--- src/rtl/rom_scan_pkg.sv ---
// Shared mode encodings and mode sequencing for the ROM scan controller family.
package rom_scan_pkg;

    typedef enum logic [1:0] {
        MODE_UP     = 2'd0,
        MODE_DOWN   = 2'd1,
        MODE_MANUAL = 2'd2,
        MODE_HOLD   = 2'd3
    } mode_t;

    // Mode key cycles UP -> DOWN -> MANUAL -> HOLD -> UP.
    function automatic mode_t next_mode(input mode_t m);
        mode_t r;
        case (m)
            MODE_UP:     r = MODE_DOWN;
            MODE_DOWN:   r = MODE_MANUAL;
            MODE_MANUAL: r = MODE_HOLD;
            default:     r = MODE_UP;
        endcase
        return r;
    endfunction

endpackage

--- src/rtl/rom_step_timer.sv ---
// Free-running step timer: tick asserts for one cycle every CNT_MAX+1 enabled clocks.
module rom_step_timer #(
    parameter int unsigned CNT_MAX = 24'd9_999_999
) (
    input  logic sys_clk,
    input  logic sys_rst_n,
    input  logic en,
    input  logic clr,
    output logic tick
);

    localparam int CW = (CNT_MAX > 0) ? $clog2(CNT_MAX + 1) : 1;
    localparam logic [CW-1:0] CNT_LAST = CW'(CNT_MAX);

    logic [CW-1:0] cnt_q, cnt_d;

    // Counter sits at zero whenever disabled so re-enabling always gives a full period.
    always_comb begin
        cnt_d = cnt_q + CW'(1);
        if (clr || !en || (cnt_q == CNT_LAST)) begin
            cnt_d = '0;
        end
    end

    always_ff @(posedge sys_clk or negedge sys_rst_n) begin
        if (!sys_rst_n) begin
            cnt_q <= '0;
        end else begin
            cnt_q <= cnt_d;
        end
    end

    assign tick = en && (cnt_q == CNT_LAST);

endmodule

--- src/rtl/rom_scan_ctrl.sv ---
// ROM browser: steps a wrapping address by timer or keys, and presents ROM data
// only once it has settled through the ROM read latency.
module rom_scan_ctrl
    import rom_scan_pkg::*;
#(
    parameter int          DEPTH   = 256,
    parameter int          ADDR_W  = 8,
    parameter int          DATA_W  = 8,
    parameter int unsigned CNT_MAX = 24'd9_999_999,
    parameter int          ROM_LAT = 2
) (
    input  logic              sys_clk,
    input  logic              sys_rst_n,
    input  logic              key_next_flag,
    input  logic              key_prev_flag,
    input  logic              key_mode_flag,
    input  logic [DATA_W-1:0] rom_q,
    output logic [ADDR_W-1:0] rom_addr,
    output logic [DATA_W-1:0] data_out,
    output logic              data_valid,
    output logic [1:0]        mode
);

    localparam logic [ADDR_W-1:0] ADDR_LAST = ADDR_W'(DEPTH - 1);
    localparam int LW = $clog2(ROM_LAT + 2);
    localparam logic [LW-1:0] LAT_MAX = LW'(ROM_LAT);

    // Handshake: the key flags are single-cycle strobes with no back-pressure;
    // data_valid qualifies data_out against the current rom_addr, not a transfer.

    mode_t             mode_q, mode_d;
    logic [ADDR_W-1:0] addr_q, addr_d;
    logic [LW-1:0]     lat_q, lat_d;
    logic [DATA_W-1:0] data_q, data_d;
    logic              valid_q, valid_d;
    logic              tick, step_up, step_dn, addr_chg, lat_done, auto_en;

    assign auto_en = (mode_q == MODE_UP) || (mode_q == MODE_DOWN);

    rom_step_timer #(
        .CNT_MAX (CNT_MAX)
    ) u_step_timer (
        .sys_clk   (sys_clk),
        .sys_rst_n (sys_rst_n),
        .en        (auto_en),
        .clr       (key_mode_flag),
        .tick      (tick)
    );

    // A mode pulse suppresses any step requested in the same cycle.
    always_comb begin
        mode_d  = mode_q;
        step_up = 1'b0;
        step_dn = 1'b0;
        if (key_mode_flag) begin
            mode_d = next_mode(mode_q);
        end else begin
            case (mode_q)
                MODE_UP:     step_up = tick;
                MODE_DOWN:   step_dn = tick;
                MODE_MANUAL: begin
                    step_up = key_next_flag & ~key_prev_flag;
                    step_dn = key_prev_flag & ~key_next_flag;
                end
                default: ;
            endcase
        end
    end

    always_comb begin
        addr_d = addr_q;
        if (step_up) begin
            addr_d = (addr_q == ADDR_LAST) ? '0 : addr_q + ADDR_W'(1);
        end else if (step_dn) begin
            addr_d = (addr_q == '0) ? ADDR_LAST : addr_q - ADDR_W'(1);
        end
    end

    assign addr_chg = step_up | step_dn;
    assign lat_done = (lat_q == LAT_MAX);

    // Valid drops on the edge the address moves, even if the old word was just captured.
    always_comb begin
        lat_d   = lat_done ? lat_q : lat_q + LW'(1);
        data_d  = lat_done ? rom_q : data_q;
        valid_d = lat_done & ~addr_chg;
        if (addr_chg) begin
            lat_d = '0;
        end
    end

    always_ff @(posedge sys_clk or negedge sys_rst_n) begin
        if (!sys_rst_n) begin
            mode_q  <= MODE_UP;
            addr_q  <= '0;
            lat_q   <= '0;
            data_q  <= '0;
            valid_q <= 1'b0;
        end else begin
            mode_q  <= mode_d;
            addr_q  <= addr_d;
            lat_q   <= lat_d;
            data_q  <= data_d;
            valid_q <= valid_d;
        end
    end

    assign rom_addr   = addr_q;
    assign data_out   = data_q;
    assign data_valid = valid_q;
    assign mode       = mode_q;

endmodule
--- config.mk ---
export PLATFORM = sky130hd
export DESIGN_NAME = rom_scan_ctrl
export DESIGN_NICKNAME = d
export VERILOG_FILES = /design/src/rtl/rom_scan_pkg.sv /design/src/rtl/rom_step_timer.sv /design/src/rtl/rom_scan_ctrl.sv
export SDC_FILE = /design/constraint.sdc
export NUM_CORES = 1
export LEC_CHECK = 0
export ABC_AREA = 1
export CORE_MARGIN = 3
export CORE_UTILIZATION = 35
export DETAILED_ROUTE_END_ITERATION = 7
export SLEW_MARGIN = 25
export SYNTH_ARGS = -nofsm -noshare
export SYNTH_HDL_FRONTEND = slang
export SYNTH_SLANG_ARGS = --single-unit
--- constraint.sdc ---
create_clock -name sys_clk -period 1.7 [get_ports sys_clk]
set_clock_uncertainty 0.2 [all_clocks]
set_input_delay 0.51 -clock sys_clk [delete_from_list [all_inputs] [get_ports sys_clk]]
set_output_delay 0.51 -clock sys_clk [all_outputs]
set_load 0.01 [all_outputs]
==> qor.txt <==
GRT Total Usage: 16.8%
Synth Area per Inst: 7.35 sq um
Synth cell types: 29
core area: 7370 sq um
post-route ant nets: 0
post-route insts no fill: 582
largest net degree at the start of global routing: 46
Syn. warnings: 0
Synth top cells by count: nand2_1, nor2_1, dfrtp_1
post-DR vias/cell: 4.83
worst-skew pair later-pin latency: 0.30 ns
# IOs: 32
DRT iter0 DRCs: 92
Slew Viols, Final: 0
grt ovf: 0
Worst Slack Setup Final: -0.0547 ns
worst min path class: reg2reg
Placed Instances: 551
final hold vios: 0
RSZ-0062 raised after global routing: true
wire per inst: 12.5 um
hold_ws: 0.278 ns
H-tree levels: 2
initial core utilization: 36.6%
status: complete, but fails checks
Yosys top cell by area: dfrtp_1
cell count after synthesis: 367
CTS Buf Count: 5
Final Net Count: 503
CP Data Required Time: 1.72 ns
EDFF count, synth: 0
Post-Syn Nets: 388
share of the synthesized area in the top cell type: 41.8%
kind of critical path: reg2reg
fmax: 0.570 GHz
Post-synth ARST share: 100%
most common cell in the netlist: nand2_1
setup TNS: -0.329 ns
flops & latches, synth: 45
Setup WS pre-CTS: -0.336 ns
CTS sink cnt: 45
vias in the first global route: 2,748
post-synthesis sequential area ratio: 41.8%
share of cells above drive strength 1: 38.7%
gpl congestion: 0.865
dominant synthesized flop cell: dfrtp_1
area delta synth->final: 57.3%
fin crit period: 1.75 ns
Least-Margin Pin Slew: 0.332 ns
WP data arrival: 1.78 ns
failing checks: setup timing
setup violators final: 10
initial antenna violation count: 0
Die Span Y: 93.8 um
CTS max path bufs: 2
# fillers: 683
CP max FO: 4
Clock Tree Root: clkbuf_8
DR vias: 2,812
pwr dens: 1180 nW/um^2
die area: 8790 sq um
Tcrit/Tclk final: 103%
first-pass GRT wire length: 12,000 um
ANT cells: 0
row count: 31
Max-Cap Viols: 0
final WL: 7260 um
largest cells by area after synthesis: dfrtp_1, nand2_1, nand3_1, nor2_1, inv_1
DR DRC count: 0
maximum vdd ir drop: 763 uV
Worst Setup Start Kind: register
DR pass1 iterations: 5
mapped cell area: 2700 sq um
Clk pin slew, worst setup/hold paths: 0.10 ns
CTS tree: yes
DPL Wire Length: 5040 um
static leakage: 2.04 nW
end-of-flow core utilization: 57.6%
Chip Width: 93.8 um
Buffers on Ports: 31
Crit. End Element: register
Relative slew margins: 77.7%
[repair_timing]
action | 4_1_cts | 5_1_grt
gates resized for setup | 86 | 75
endpoints found under the setup margin | 40 | 46
cloned | 1 | 0
pin swaps | 25 | 27
buffers inserted | 11 | 10
endpoints found under the hold margin | 45 | 0
hold buffers | 1 | 0
[path summary, 6_finish.rpt]
check | from | endpoint | slack (ns) | cells after the start
setup / recovery | u_step_timer.cnt_q[1] | u_step_timer.cnt_q[23] | -0.05 | 10
hold / removal | data_out[1] | data_out[1] | 0.28 | 2
setup reg to reg | u_step_timer.cnt_q[1] | u_step_timer.cnt_q[23] | -0.05 | 10
hold reg to reg | data_out[1] | data_out[1] | 0.28 | 2
max in group asynchronous | sys_rst_n | rom_addr[4] | 0.56 | 3
min in group asynchronous | sys_rst_n | u_step_timer.cnt_q[12] | 0.52 | 3
[registers in the layout, summed over array words and instances, names as in the netlist]
signal	count
data_out	8
data_valid	1
lat_q	2
mode	2
rom_addr	8
u_step_timer.cnt_q	24
[cell usage in the layout (no fill, tap or decap), types with 11 or more instances in the layout]
| cell type | count |
|---|---|
| buf_6 | 13 |
| inv_1 | 30 |
| buf_4 | 67 |
| nand3_1 | 29 |
| dfrtp_1 | 42 |
| nand2_2 | 17 |
| clkdlybuf4s15_1 | 11 |
| nor2_1 | 37 |
| nor3_2 | 12 |
| nand2_1 | 76 |
[power breakdown]
part	internal (mW)	switching (mW)	leakage (nW)
Clock	0.290	0.377	0.0374
Sequential	1.34	0.196	0.591
Combinational	1.37	1.44	1.41
Total	3.00	2.01	2.04
[cell families (layout without fill, tap and decap cells)]
group / count (synthesis) / count (layout) / synth area share, %
buffers and inverters: 50 / 165 / 7.38
adder cells (fa/ha/maj): 8 / 8 / 3.71
AO/OA/AOI/OAI: 24 / 24 / 4.87
XOR/XNOR: 10 / 10 / 3.25
flip-flops: 45 / 45 / 41.8
AND/OR/NAND/NOR: 230 / 231 / 39.0
[metrics by stage]
stage | total power [mW] | cell area, sq um
floorplan | 2.71 | 2710
global placement | 3.79 | 3580
detailed placement | 3.83 | 3580
CTS | 4.77 | 3920
global route | 5.42 | 4240
finish | 5.02 | 4240
[layout make-up]
type | instances | area (sq um) | area share, %
inverter | 45 | 186 | 4.40
timing repair buffer | 112 | 965 | 22.7
clock inverter | 2 | 15.0 | 0.354
multi-input combinational | 273 | 1750 | 41.2
sequential | 45 | 1130 | 26.6
clock buffer | 6 | 72.6 | 1.71
tap | 99 | 124 | 2.92
[metal layers]
layer	GRT usage (%)	vias up	part of all wire, %
met5	0	-	0
met4	4.81	0	1.3
met3	2.96	8	3.9
met2	28.5	58	49
met1	21.8	1327	45
li1	-	1419	-
[critical path, cell delays in order (launching register included)]
cell and delay (ns):
dfrtp_1 0.42, buf_6 0.13, nand3_4 0.08, nor2_4 0.14, nand2_2 0.08, nor2_4 0.14
nand2_4 0.10, inv_4 0.08, nand2_2 0.06, xor2_1 0.14, nor2_1 0.11
No activity file was read; power rests on OpenSTA's default activity.
